`config.mk`:
```
export PLATFORM = sky130hd
export DESIGN_NAME = seg_scan_controller
export DESIGN_NICKNAME = d
export VERILOG_FILES = /design/src/rtl/seg_pkg.sv /design/src/rtl/seg_bcd_decode.sv /design/src/rtl/seg_scan_controller.sv
export SDC_FILE = /design/constraint.sdc
export NUM_CORES = 1
export LEC_CHECK = 0
export CORE_ASPECT_RATIO = 0.75
export CORE_MARGIN = 8
export CORE_UTILIZATION = 25
export CTS_BUF_LIST = sky130_fd_sc_hd__clkbuf_8
export DETAILED_ROUTE_END_ITERATION = 16
export HOLD_SLACK_MARGIN = 0.15
export PLACE_DENSITY = 0.5
export SYNTH_ARGS = -nofsm -noshare
export SYNTH_HDL_FRONTEND = slang
export SYNTH_HIERARCHICAL = 1
export SYNTH_SLANG_ARGS = --single-unit
```
`constraint.sdc`:
```
create_clock -name clk -period 2.2 [get_ports clk]
set_input_delay 0.33 -clock clk [delete_from_list [all_inputs] [get_ports clk]]
set_output_delay 0.33 -clock clk [all_outputs]
set_load 0.02 [all_outputs]
```
`src/rtl/seg_pkg.sv`:
```
// rtl/seg_pkg.sv - shared constants and types for the seven-segment scan controller
package seg_pkg;

  localparam logic [7:0] SEG_BLANK = 8'hFF;

  // Active-low g..a patterns indexed by nibble; 10..15 render as all segments off.
  localparam logic [15:0][6:0] SEG_LUT = {
    7'h7F, 7'h7F, 7'h7F, 7'h7F, 7'h7F, 7'h7F,
    7'h10, 7'h00, 7'h78, 7'h02, 7'h12,
    7'h19, 7'h30, 7'h24, 7'h79, 7'h40
  };

  typedef enum logic {
    GUARD = 1'b0,
    SHOW  = 1'b1
  } phase_e;

endpackage

```
`src/rtl/seg_bcd_decode.sv`:
```
// rtl/seg_bcd_decode.sv - BCD nibble plus decimal point to active-low segment cathodes
module seg_bcd_decode
  import seg_pkg::*;
(
  input  logic [3:0] nibble_i,
  input  logic       dp_i,
  output logic [7:0] seg_o
);

  assign seg_o = {~dp_i, SEG_LUT[nibble_i]};

endmodule

```
`src/rtl/seg_scan_controller.sv`:
```
// rtl/seg_scan_controller.sv - multiplexed 7-segment scanner with guard cycles and
// frame-atomic staging of display data
module seg_scan_controller
  import seg_pkg::*;
#(
  parameter int NUM_DIGITS  = 8,
  parameter int REFRESH_DIV = 100000
) (
  input  logic                    clk,
  input  logic                    reset,
  input  logic [4*NUM_DIGITS-1:0] digits_in,
  input  logic [NUM_DIGITS-1:0]   dp_in,
  input  logic [NUM_DIGITS-1:0]   digit_en,
  input  logic                    lz_blank,
  input  logic                    load,
  output logic [NUM_DIGITS-1:0]   an,
  output logic [7:0]              seg,
  output logic                    pending,
  output logic                    frame_tick
);

  localparam int PW = $clog2(REFRESH_DIV);
  localparam int IW = $clog2(NUM_DIGITS);
  localparam logic [PW-1:0] PCNT_MAX = PW'(REFRESH_DIV - 1);
  localparam logic [PW-1:0] PCNT_PRE = PW'(REFRESH_DIV - 2);
  localparam logic [IW-1:0] IDX_MAX  = IW'(NUM_DIGITS - 1);
  localparam logic [NUM_DIGITS-1:0] AN_ONE = NUM_DIGITS'(1);

  logic [PW-1:0]                pcnt_q, pcnt_d;
  logic [IW-1:0]                idx_q, idx_d;
  phase_e                       phase_q;
  logic [NUM_DIGITS-1:0][3:0]   stage_dig_q, stage_dig_d;
  logic [NUM_DIGITS-1:0]        stage_dp_q, stage_dp_d;
  logic [NUM_DIGITS-1:0][3:0]   shadow_dig_q, shadow_dig_d;
  logic [NUM_DIGITS-1:0]        shadow_dp_q, shadow_dp_d;
  logic                         pending_q, pending_d;
  logic                         frame_tick_q, frame_tick_d;
  logic [NUM_DIGITS-1:0]        an_q;
  logic [7:0]                   seg_q;

  logic                         tick;
  logic                         wrap;
  logic [NUM_DIGITS-1:0]        lz_zero;
  logic                         zero_acc;
  logic                         blank;
  logic [NUM_DIGITS-1:0]        an_sel;
  logic [7:0]                   dec_seg;

  seg_bcd_decode u_decode (
    .nibble_i (shadow_dig_q[idx_q]),
    .dp_i     (shadow_dp_q[idx_q]),
    .seg_o    (dec_seg)
  );

  always_comb begin
    tick = (pcnt_q == PCNT_MAX);
    wrap = tick && (idx_q == IDX_MAX);

    pcnt_d = tick ? '0 : pcnt_q + PW'(1);
    idx_d  = idx_q;
    if (tick) begin
      idx_d = (idx_q == IDX_MAX) ? '0 : idx_q + IW'(1);
    end

    // A load coinciding with the commit still commits the previous staging value.
    shadow_dig_d = shadow_dig_q;
    shadow_dp_d  = shadow_dp_q;
    if (wrap && pending_q) begin
      shadow_dig_d = stage_dig_q;
      shadow_dp_d  = stage_dp_q;
    end

    stage_dig_d = stage_dig_q;
    stage_dp_d  = stage_dp_q;
    pending_d   = pending_q;
    if (wrap) begin
      pending_d = 1'b0;
    end
    if (load) begin
      stage_dig_d = digits_in;
      stage_dp_d  = dp_in;
      pending_d   = 1'b1;
    end

    // Registered one cycle early so the pulse coincides with the commit tick.
    frame_tick_d = (pcnt_q == PCNT_PRE) && (idx_q == IDX_MAX);
  end

  always_comb begin
    zero_acc = 1'b1;
    lz_zero  = '0;
    for (int i = NUM_DIGITS - 1; i >= 0; i--) begin
      zero_acc   = zero_acc && (shadow_dig_q[i] == 4'd0);
      lz_zero[i] = zero_acc;
    end
    blank  = !digit_en[idx_q] || (lz_blank && (idx_q != '0) && lz_zero[idx_q]);
    an_sel = ~(AN_ONE << idx_q);
  end

  always_ff @(posedge clk) begin
    if (reset) begin
      pcnt_q       <= '0;
      idx_q        <= '0;
      phase_q      <= GUARD;
      stage_dig_q  <= '0;
      stage_dp_q   <= '0;
      shadow_dig_q <= '0;
      shadow_dp_q  <= '0;
      pending_q    <= 1'b0;
      frame_tick_q <= 1'b0;
      an_q         <= '1;
      seg_q        <= SEG_BLANK;
    end else begin
      pcnt_q       <= pcnt_d;
      idx_q        <= idx_d;
      stage_dig_q  <= stage_dig_d;
      stage_dp_q   <= stage_dp_d;
      shadow_dig_q <= shadow_dig_d;
      shadow_dp_q  <= shadow_dp_d;
      pending_q    <= pending_d;
      frame_tick_q <= frame_tick_d;
      case (phase_q)
        GUARD: begin
          phase_q <= SHOW;
          an_q    <= blank ? '1 : an_sel;
          seg_q   <= blank ? SEG_BLANK : dec_seg;
        end
        SHOW: begin
          if (tick) begin
            phase_q <= GUARD;
            an_q    <= '1;
            seg_q   <= SEG_BLANK;
          end else begin
            an_q    <= blank ? '1 : an_sel;
            seg_q   <= blank ? SEG_BLANK : dec_seg;
          end
        end
        default: begin
          phase_q <= GUARD;
          an_q    <= '1;
          seg_q   <= SEG_BLANK;
        end
      endcase
    end
  end

  assign an         = an_q;
  assign seg        = seg_q;
  assign pending    = pending_q;
  assign frame_tick = frame_tick_q;

endmodule

```
==> results of run 1 <==
## placed cells by master (no fill, tap or decap), drive strengths merged, types with 3 or more instances in the layout
cell           instances
or3                    6
nand3                 45
mux2i                 40
a21oi                 52
and2                   3
mux4                  11
nor2                  59
clkbuf                17
xor2                   8
clkinv                 9
buf                   17
nand2                 28
o21ai                 54
and4                   3
nand2b                 5
inv                   24
nor4                   8
dfxtp                119
clkdlybuf4s50         67
nand4                 11
o211ai                10
ha                    13
## sequential cells by signal, summed over array words and instances (netlist names), 3 cells and up
signal	count
an	8
seg	8
stage_dig_q	32
idx_q	3
pcnt_q	17
stage_dp_q	8
shadow_dig_q	32
shadow_dp_q	8
## logic make-up after synthesis
family                     after synthesis  share of synthesized area, %
AOI/OAI and AO/OA                      129                         13.90
xor gates and xnor gates                10                         1.663
adders and majority gates               13                         3.089
buffers and inverters                   67                         6.724
DFF                                    119                         45.24
muxes                                   53                         12.73
and+or+nand+nor                        178                         16.65
## layer usage
layer / up-vias / wire length (um) / part of all wire (%) / global-route usage [%]
met1: 1966 / 7083 / 52 / 15.50
li1: 2127 / - / - / -
met2: 115 / 5506 / 41 / 15.30
met3: 14 / 776 / 5.7 / 3.117
met4: 0 / 165 / 1.2 / 4.099
met5: - / 0 / 0 / 0
## power by group through the flow
stage          logic, W  registers, W  clock network (W)
2_1_floorplan  0.000129       0.00229                  0
3_3_place_gp   0.000274       0.00229                  0
3_5_place_dp   0.000280       0.00230                  0
4_1_cts        0.000280       0.00225            0.00188
5_1_grt        0.000303       0.00225            0.00199
6_report       0.000274       0.00225            0.00183
## what timing repair did
item,CTS,global route
setup buffers,0,3
endpoints found under the setup margin,2,5
hold endpoints to repair,0,0
gates cloned,1,0
gates resized for setup,2,5
## metrics by stage
| step | std cells | worst slack [ps] | instance area (sq um) | power (W) |
|---|---|---|---|---|
| 2_1_floorplan | 569 | 32.52 | 5274 | 0.002423 |
| 3_3_place_gp | 892 | 49.78 | 6210 | 0.002569 |
| 3_5_place_dp | 892 | 5.103 | 6210 | 0.002576 |
| 4_1_cts | 924 | 48.65 | 6598 | 0.004411 |
| 5_1_grt | 927 | 5.627 | 6628 | 0.004548 |
| 6_report | 927 | 100.8 | 6628 | 0.004350 |
## worst paths after layout
check,to,slack [ps],cells after the start
worst max-delay path,seg[3]$_SDFF_PP1_,100,10
worst min register to register,pcnt_q[0]$_SDFF_PP0_,460,1
worst min-delay path,pcnt_q[2]$_SDFF_PP0_,290,2
worst max register to register,seg[3]$_SDFF_PP1_,100,10
## worst max-delay path, stage by stage, from the launching register on
cell,delay [ps]
dfxtp_4,360
buf_12,120
mux4_2,490
nand2_1,100
nand2_2,80
ha_1,190
or2_1,250
a21oi_2,160
a31oi_1,50
inv_1,70
o211ai_1,80
## cell type report
cell class,count,share of cell area [%]
Inverter,21,1.189
Timing Repair Buffer,85,13.78
Sequential cell,119,36.00
Clock buffer,17,3.530
Tap cell,288,5.437
Clock inverter,14,1.812
Multi-Input combinational cell,383,38.25
==> results.yml, run 1 <==
yosys:
  synthTopCellsByArea: "dfxtp_1, mux2i_1, o21ai_0"
  ys.flop_type: "dfxtp_1"
  yosysUniqueCellTypes: 53
  yosysMostFrequentCell: "dfxtp_1"
  yosys_warnings: 6
  synth_edf_count: 0
  syn_inst: 569
  synth_area_leader_cell: "dfxtp_1"
  syn_area_per_cell_sq_um: 9.255
  ys_ff_latch: 119
  yosysTopAreaCellShare_pct: 45.24
  synthArstFlopShare_pct: 0
  ys_seq_area_share_pct: 45.24
  synth_commonest_cells: "dfxtp_1, nor2_1, o21ai_0, a21oi_1, nand3_1"
  syn-cell-area_sq_um: 5266
  synth_nets: 634
clocking:
  cts_buffers: 17
  clk_pin_slew_ps: 70
  htreeDepth: 4
  clock_sink_count: 119
  hold_buffers: 0
  clock_path_buffers: 2
  clock_tree.root_cell: "clkbuf_8"
  cts_tree: "yes"
  clk_latency_ps: 440
drt:
  ant_nets: 0
  initialDrtViolationCount: 311
  dr.pass1.iters: 7
  wl_per_cell_um: 14.60
  viasPerCell: 4.554
  wl_um: 13530
  vias: 4222
  drc: 0
final_layout:
  seqCellArea_sq_um: 2386
  nFillCells: 2180
  multi_input_area_sq_um: 2535
  fin_util_pct: 31.72
  nets: 692
  drive_above_1_share_pct: 11.74
  syn2layout_area_growth_pct: 25.85
  antennaDiodeCount: 0
grt:
  grt_pass1_vias: 4295
  grt_pass1_wl_um: 22740
  grt_max_degree: 76
  grt_use_total_pct: 10.93
  antenna_found_initial: 0
  grt_overflow: 0
setup_path:
  r2r-start: "idx_q[0]$_SDFFE_PP0P_"
  worstSetupStartpoint: "idx_q[0]$_SDFFE_PP0P_"
  startpoint_type: "flip-flop"
  crit_path_end_kind: "flip-flop"
  critical_path_peak_fanout: 8
  critPathKind: "reg2reg"
  worstPathArrival_ps: 2380
  crit_required_ps: 2480
floorplan:
  rows: 46
  ioPinCount: 70
  die_w_um: 183.6
  start_util_pct: 25.21
  core-area_sq_um: 20890
  die_area_sq_um: 26010
  die_h_um: 141.7
timing:
  min_period_over_period_pct: 95.42
  rsz0062_at_grt: "no"
  skew_ps: 13.44
  relSlewSlack_pct: 64.67
  hold_violations: 0
  max_freq_mhz: 476.4
  final_max_slew_viol_count: 0
  holdWs_ps: 285.7
  setup_viol: 0
  layout_min_cycle_time_ps: 2099
  fin_tns_setup_ps: 0
  worst-slew-pin-transition_ps: 529.9
power:
  powerDensity_nw_per_um2: 656.3
  combPwrFrac_pct: 6.3
  switching_share_pct: 23.29
  p_leak_nw: 2.423
  seq_power_share_pct: 51.6
  internal-power_w: 0.003337
  worst_ir_drop_vdd_mv: 0.2317
  p_clk_share_pct: 42.1
  p_switching_w: 0.001013
place:
  place_congestion: 0.8180
  port_buffers: 69
  place.detailed.hpwl_um: 9879
status:
  status: "complete, no violations"
min_path:
  hold_path.class: "in2reg"
  holdCritStartpoint: "reset"
job:
  cap_violations: 0
Power figures use the tool's default switching activity.
==> inputs of run 2 (changes only) <==
CORE_UTILIZATION = 50   (was 25)
PLACE_DENSITY = 0.82   (was 0.5)
==> results.yml, run 2 (same netlist as run 1, synthesis figures left out) <==
place:
  dpl.cell_count: 742
  place.detailed.hpwl_um: 8562
  place_area_sq_um: 6022
  port_buffers: 69
  place_congestion: 0.8915
setup_path:
  critical_path_peak_fanout: 5
  crit_required_ps: 2480
  startpoint_type: "flip-flop"
  critPathKind: "reg2reg"
  r2r-start: "idx_q[0]$_SDFFE_PP0P_"
  crit_path_end_kind: "flip-flop"
  reg2reg_slack_ps: 90
  r2r-end: "seg[3]$_SDFF_PP1_"
  worstSetupStartpoint: "idx_q[0]$_SDFFE_PP0P_"
  reg2reg_depth: 10
  worstPathArrival_ps: 2390
min_path:
  holdCritStartpoint: "reset"
  hold_path.class: "in2reg"
  whs_endpoint: "stage_dig_q[16]$_SDFFE_PP0P_"
  hold_depth: 2
final_layout:
  fin_util_pct: 62.96
  final-instance-count-excl-fill: 776
  reg_top3: "shadow_dig_q x32, stage_dig_q x32, pcnt_q x17"
  stdcell_area_sq_um: 6479
  nets: 692
  syn2layout_area_growth_pct: 23.02
  mostFrequentLayoutCell: "dfxtp_1"
  nFillCells: 799
  drive_above_1_share_pct: 12.50
  seqCellArea_sq_um: 2386
  layout_common_cells: "dfxtp_1, clkdlybuf4s50_1, nor2_1"
  multi_input_area_sq_um: 2552
  antennaDiodeCount: 0
status:
  status: "complete, no violations"
job:
  cap_violations: 0
grt:
  grt_overflow: 0
  grt_max_degree: 65
  grt_pass1_wl_um: 20240
  grt_pass1_vias: 4133
  antenna_found_initial: 0
  grt_use_total_pct: 17.39
power:
  powerDensity_nw_per_um2: 689.1
  totalPowerFinal_w: 0.004465
  p_leak_nw: 2.426
  worst_ir_drop_vdd_mv: 0.4551
drt:
  drc: 0
  viasPerCell: 5.638
  wl_um: 12260
  ant_nets: 0
  dr.pass1.iters: 6
  wl_per_cell_um: 15.80
  vias: 4375
  initialDrtViolationCount: 403
timing:
  worst-slew-pin-transition_ps: 606.0
  layout_min_cycle_time_ps: 2113
  setup_viol: 0
  hold_violations: 0
  min_period_over_period_pct: 96.03
  fin_tns_setup_ps: 0
  max_freq_mhz: 473.3
  final_max_slew_viol_count: 0
  relSlewSlack_pct: 59.60
  skew_ps: 11.81
clocking:
  hold_buffers: 0
  clk_latency_ps: 430
  cts_tree: "yes"
  clk_pin_slew_ps: 70
  cts_buffers: 17
  htreeDepth: 4
  clock_sink_count: 119
  clock_tree.root_cell: "clkbuf_8"
  clock_path_buffers: 2
floorplan:
  start_util_pct: 51.18
  rows: 32
  ioPinCount: 70
  die_w_um: 134.5
  die_h_um: 104.9
  die_area_sq_um: 14110
  core-area_sq_um: 10290
-- run 2: cell types whose count changed in the layout (fill, tap and decap cells not counted), moves of 2 or more --
cell / delta
clkbuf_8: +4
nand2_1: -3
clkinv_2: -2
nand2_4: +2
-- run 2: final cells by class --
cell class | instances | share of cell area, %
clock inverters | 11 | 1.622
multi-input cells | 383 | 39.40
clock buffers | 21 | 4.461
inverters | 21 | 1.217
repair buffers | 85 | 13.85
well taps | 136 | 2.626
flip-flops and latches | 119 | 36.83
-- run 2: worst max-delay path, cell delays in order, from the launching register on --
cell and delay, ps:
dfxtp_4 370, buf_12 120, mux4_2 510, nand2_2 110, nand2_4 70, ha_1 190
or2_1 230, a21oi_2 150, a31oi_1 50, inv_1 70, o211ai_1 80
-- run 2: per-stage QoR --
step	setup WS (ps)	hold slack (ps)
CTS	19.25	359.6
detailed placement	26.83	450.0
global route	-10.62	386.8
finish	87.35	394.7
global placement	106.2	438.3
floorplan	32.52	425.4
-- run 2: per-layer routing --
| metal | GRT usage, % | up-vias | wire length (um) |
|---|---|---|---|
| li1 | - | 2125 | - |
| met1 | 22.95 | 2066 | 5642 |
| met2 | 26.29 | 162 | 5545 |
| met3 | 5.742 | 22 | 905 |
| met4 | 5.596 | 0 | 166 |
| met5 | 0 | - | 0 |
-- run 2: what timing repair did --
item / CTS / global route
setup endpoints to repair: 1 / 7
gates cloned: 0 / 1
resized for setup: 1 / 13
buffers inserted: 0 / 1
-- run 2: how the worst max path moves through the flow --
stage                              to  slack [ps]  cells past startpoint
finish              seg[3]$_SDFF_PP1_          90                     10
global route        seg[3]$_SDFF_PP1_         -10                     10
CTS                 seg[1]$_SDFF_PP1_          20                     10
detailed placement  seg[1]$_SDFF_PP1_          30                     10
global placement    seg[3]$_SDFF_PP1_         110                     10
floorplan           seg[3]$_SDFF_PP1_          30                     11
-- run 2: report_power, final --
group,internal [W],switching [W]
Sequential,0.00221,0.0000364
Clock,0.00111,0.000839
Combinational,0.000157,0.000116
Total,0.00347,0.000991
==> inputs of run 3 (changes only) <==
CORE_UTILIZATION = 51   (was 50)
PLACE_DENSITY = 0.84   (was 0.82)
REMOVE_ABC_BUFFERS = 1   (was not set)
==> results.yml, run 3 (same netlist as run 1, synthesis figures left out) <==
clocking:
  clock_path_buffers: 2
  clk_pin_slew_ps: 80
  clock_sink_count: 119
  clk_latency_ps: 450
  cts_buffers: 17
  cts_tree: "yes"
  htreeDepth: 4
  clock_tree.root_cell: "clkbuf_8"
setup_path:
  startpoint_type: "flip-flop"
  cpMostUsedCell: "nand2_2"
  critical_path_peak_fanout: 5
  cp_top_family: "multiplexers"
  cpPeakStageDelay_ps: 500
  cp_cell_sequence: "buf_6 > mux4_2 > nand2_2 > nand2_2 > ha_1 > or2_1 > a21oi_2 > a31oi_1 > inv_1 > o211ai_1"
  critPathKind: "reg2reg"
  worstPathArrival_ps: 2410
  cpMaxStageDelayCell: "mux4_2"
  crit_path_end_kind: "flip-flop"
  worst-path-buf-inv: 2
  crit_required_ps: 2500
power:
  p_leak_nw: 2.410
  p_clk_share_pct: 47.5
  worst_ir_drop_vdd_mv: 0.4773
  combPwrFrac_pct: 5.7
  powerDensity_nw_per_um2: 738.8
  switching_share_pct: 22.53
  p_switching_w: 0.001081
  seq_power_share_pct: 46.8
  totalPowerFinal_w: 0.004799
  internal-power_w: 0.003717
timing:
  postLayoutSetupSlackWorst_ps: 91.73
  max_freq_mhz: 474.3
  hold_violations: 0
  relSlewSlack_pct: 62.30
  min_period_over_period_pct: 95.83
  final_max_slew_viol_count: 0
  setup_viol: 0
  worst-slew-pin-transition_ps: 565.5
  layout_min_cycle_time_ps: 2108
  skew_ps: 14.73
grt:
  grt_pass1_vias: 4414
  grt_overflow: 0
  grt_max_degree: 47
  antenna_found_initial: 0
  grt_pass1_wl_um: 21450
  grt_use_total_pct: 18.62
floorplan:
  core-area_sq_um: 10170
  die_w_um: 133.3
  die_h_um: 104.0
  die_area_sq_um: 13870
  start_util_pct: 51.78
  rows: 32
  ioPinCount: 70
job:
  cap_violations: 0
drt:
  maxUsedRoutingLayer: "met4"
  ant_nets: 0
  m1WireLength_um: 5816
  initialDrtViolationCount: 347
  met3_length_um: 652
  wl_um: 12570
  wl_per_cell_um: 16.20
  routed-wl-met2_um: 5908
  vias: 4422
  drc: 0
  viasPerCell: 5.698
  dr.pass1.iters: 5
place:
  port_buffers: 69
  dpl.cell_count: 743
  dp_slack_ps: 17.62
  place_congestion: 0.8645
  place.detailed.hpwl_um: 8768
final_layout:
  fin_util_pct: 63.87
  reg_top3: "shadow_dig_q x32, stage_dig_q x32, pcnt_q x17"
  layout_common_cells: "dfxtp_1, clkdlybuf4s50_1, nor2_1"
  nFillCells: 839
  mostFrequentLayoutCell: "dfxtp_1"
  antennaDiodeCount: 0
  final-instance-count-excl-fill: 776
  syn2layout_area_growth_pct: 23.33
  nets: 692
  drive_above_1_share_pct: 12.50
status:
  status: "complete, no violations"
min_path:
  hold_path.class: "in2reg"
## run 3: changes by cell type in the layout (fill, tap and decap cells not counted), sizes merged
cell,previous run,this run
buf,17,18
bufinv,2,5
clkbuf,22,17
clkinv,6,3
clkinvlp,1,6
inv,23,22
## run 3: final cells by class
cell class | instances | area, sq um | share of cell area (%)
tap | 136 | 170.2 | 2.620
sequential | 119 | 2384 | 36.70
multi-input combinational | 383 | 2540 | 39.11
clock buffer | 17 | 234.0 | 3.602
timing repair buffer | 85 | 862.1 | 13.27
clock inverter | 15 | 226.5 | 3.487
inverter | 21 | 78.83 | 1.214
## run 3: final timing paths
kind	startpoint	end	slack [ps]	cells after the start
worst max-delay path	idx_q[0]$_SDFFE_PP0P_	seg[3]$_SDFF_PP1_	90	10
worst min-delay path	reset	stage_dig_q[5]$_SDFFE_PP0P_	360	2
worst max register to register	idx_q[0]$_SDFFE_PP0P_	seg[3]$_SDFF_PP1_	90	10
worst min register to register	pcnt_q[0]$_SDFF_PP0_	pcnt_q[0]$_SDFF_PP0_	470	1
## run 3: through the flow
step                setup TNS, ps  area, sq um  hold WS, ps
global placement                0         5992        439.0
global route               -8.888         6495        354.6
floorplan                  -12660         4991        399.1
detailed placement              0         5992        460.3
finish                          0         6495        357.0
CTS                             0         6452        337.9
## run 3: power by group through the flow
stage / registers [W] / clock network, W / logic, W
after floorplan: 0.00229 / 0 / 0.0000893
after global placement: 0.00229 / 0 / 0.000260
after detailed placement: 0.00229 / 0 / 0.000271
after CTS: 0.00225 / 0.00229 / 0.000272
after global routing: 0.00225 / 0.00241 / 0.000300
final: 0.00224 / 0.00228 / 0.000274
## run 3: worst reg2reg max path: stages, from the launching register on
cell and delay, ps:
dfxtp_2 350, buf_6 130, mux4_2 500, nand2_2 90
nand2_2 80, ha_1 190, or2_1 240, a21oi_2 160
a31oi_1 60, inv_1 70, o211ai_1 90
## run 3: repair_timing
item | 4_1_cts | 5_1_grt
endpoints found under the setup margin | 1 | 8
gates resized for setup | 1 | 8
hold endpoints to repair | 0 | 0
pin swaps | 0 | 2
hold buffers | 0 | 0
setup buffers | 0 | 1
## run 3: per-layer routing
| layer | GRT usage [%] | vias to the layer above |
|---|---|---|
| li1 | - | 2127 |
| met1 | 23.51 | 2134 |
| met2 | 29.32 | 142 |
| met3 | 5.212 | 19 |
| met4 | 7.594 | 0 |
| met5 | 0 | - |
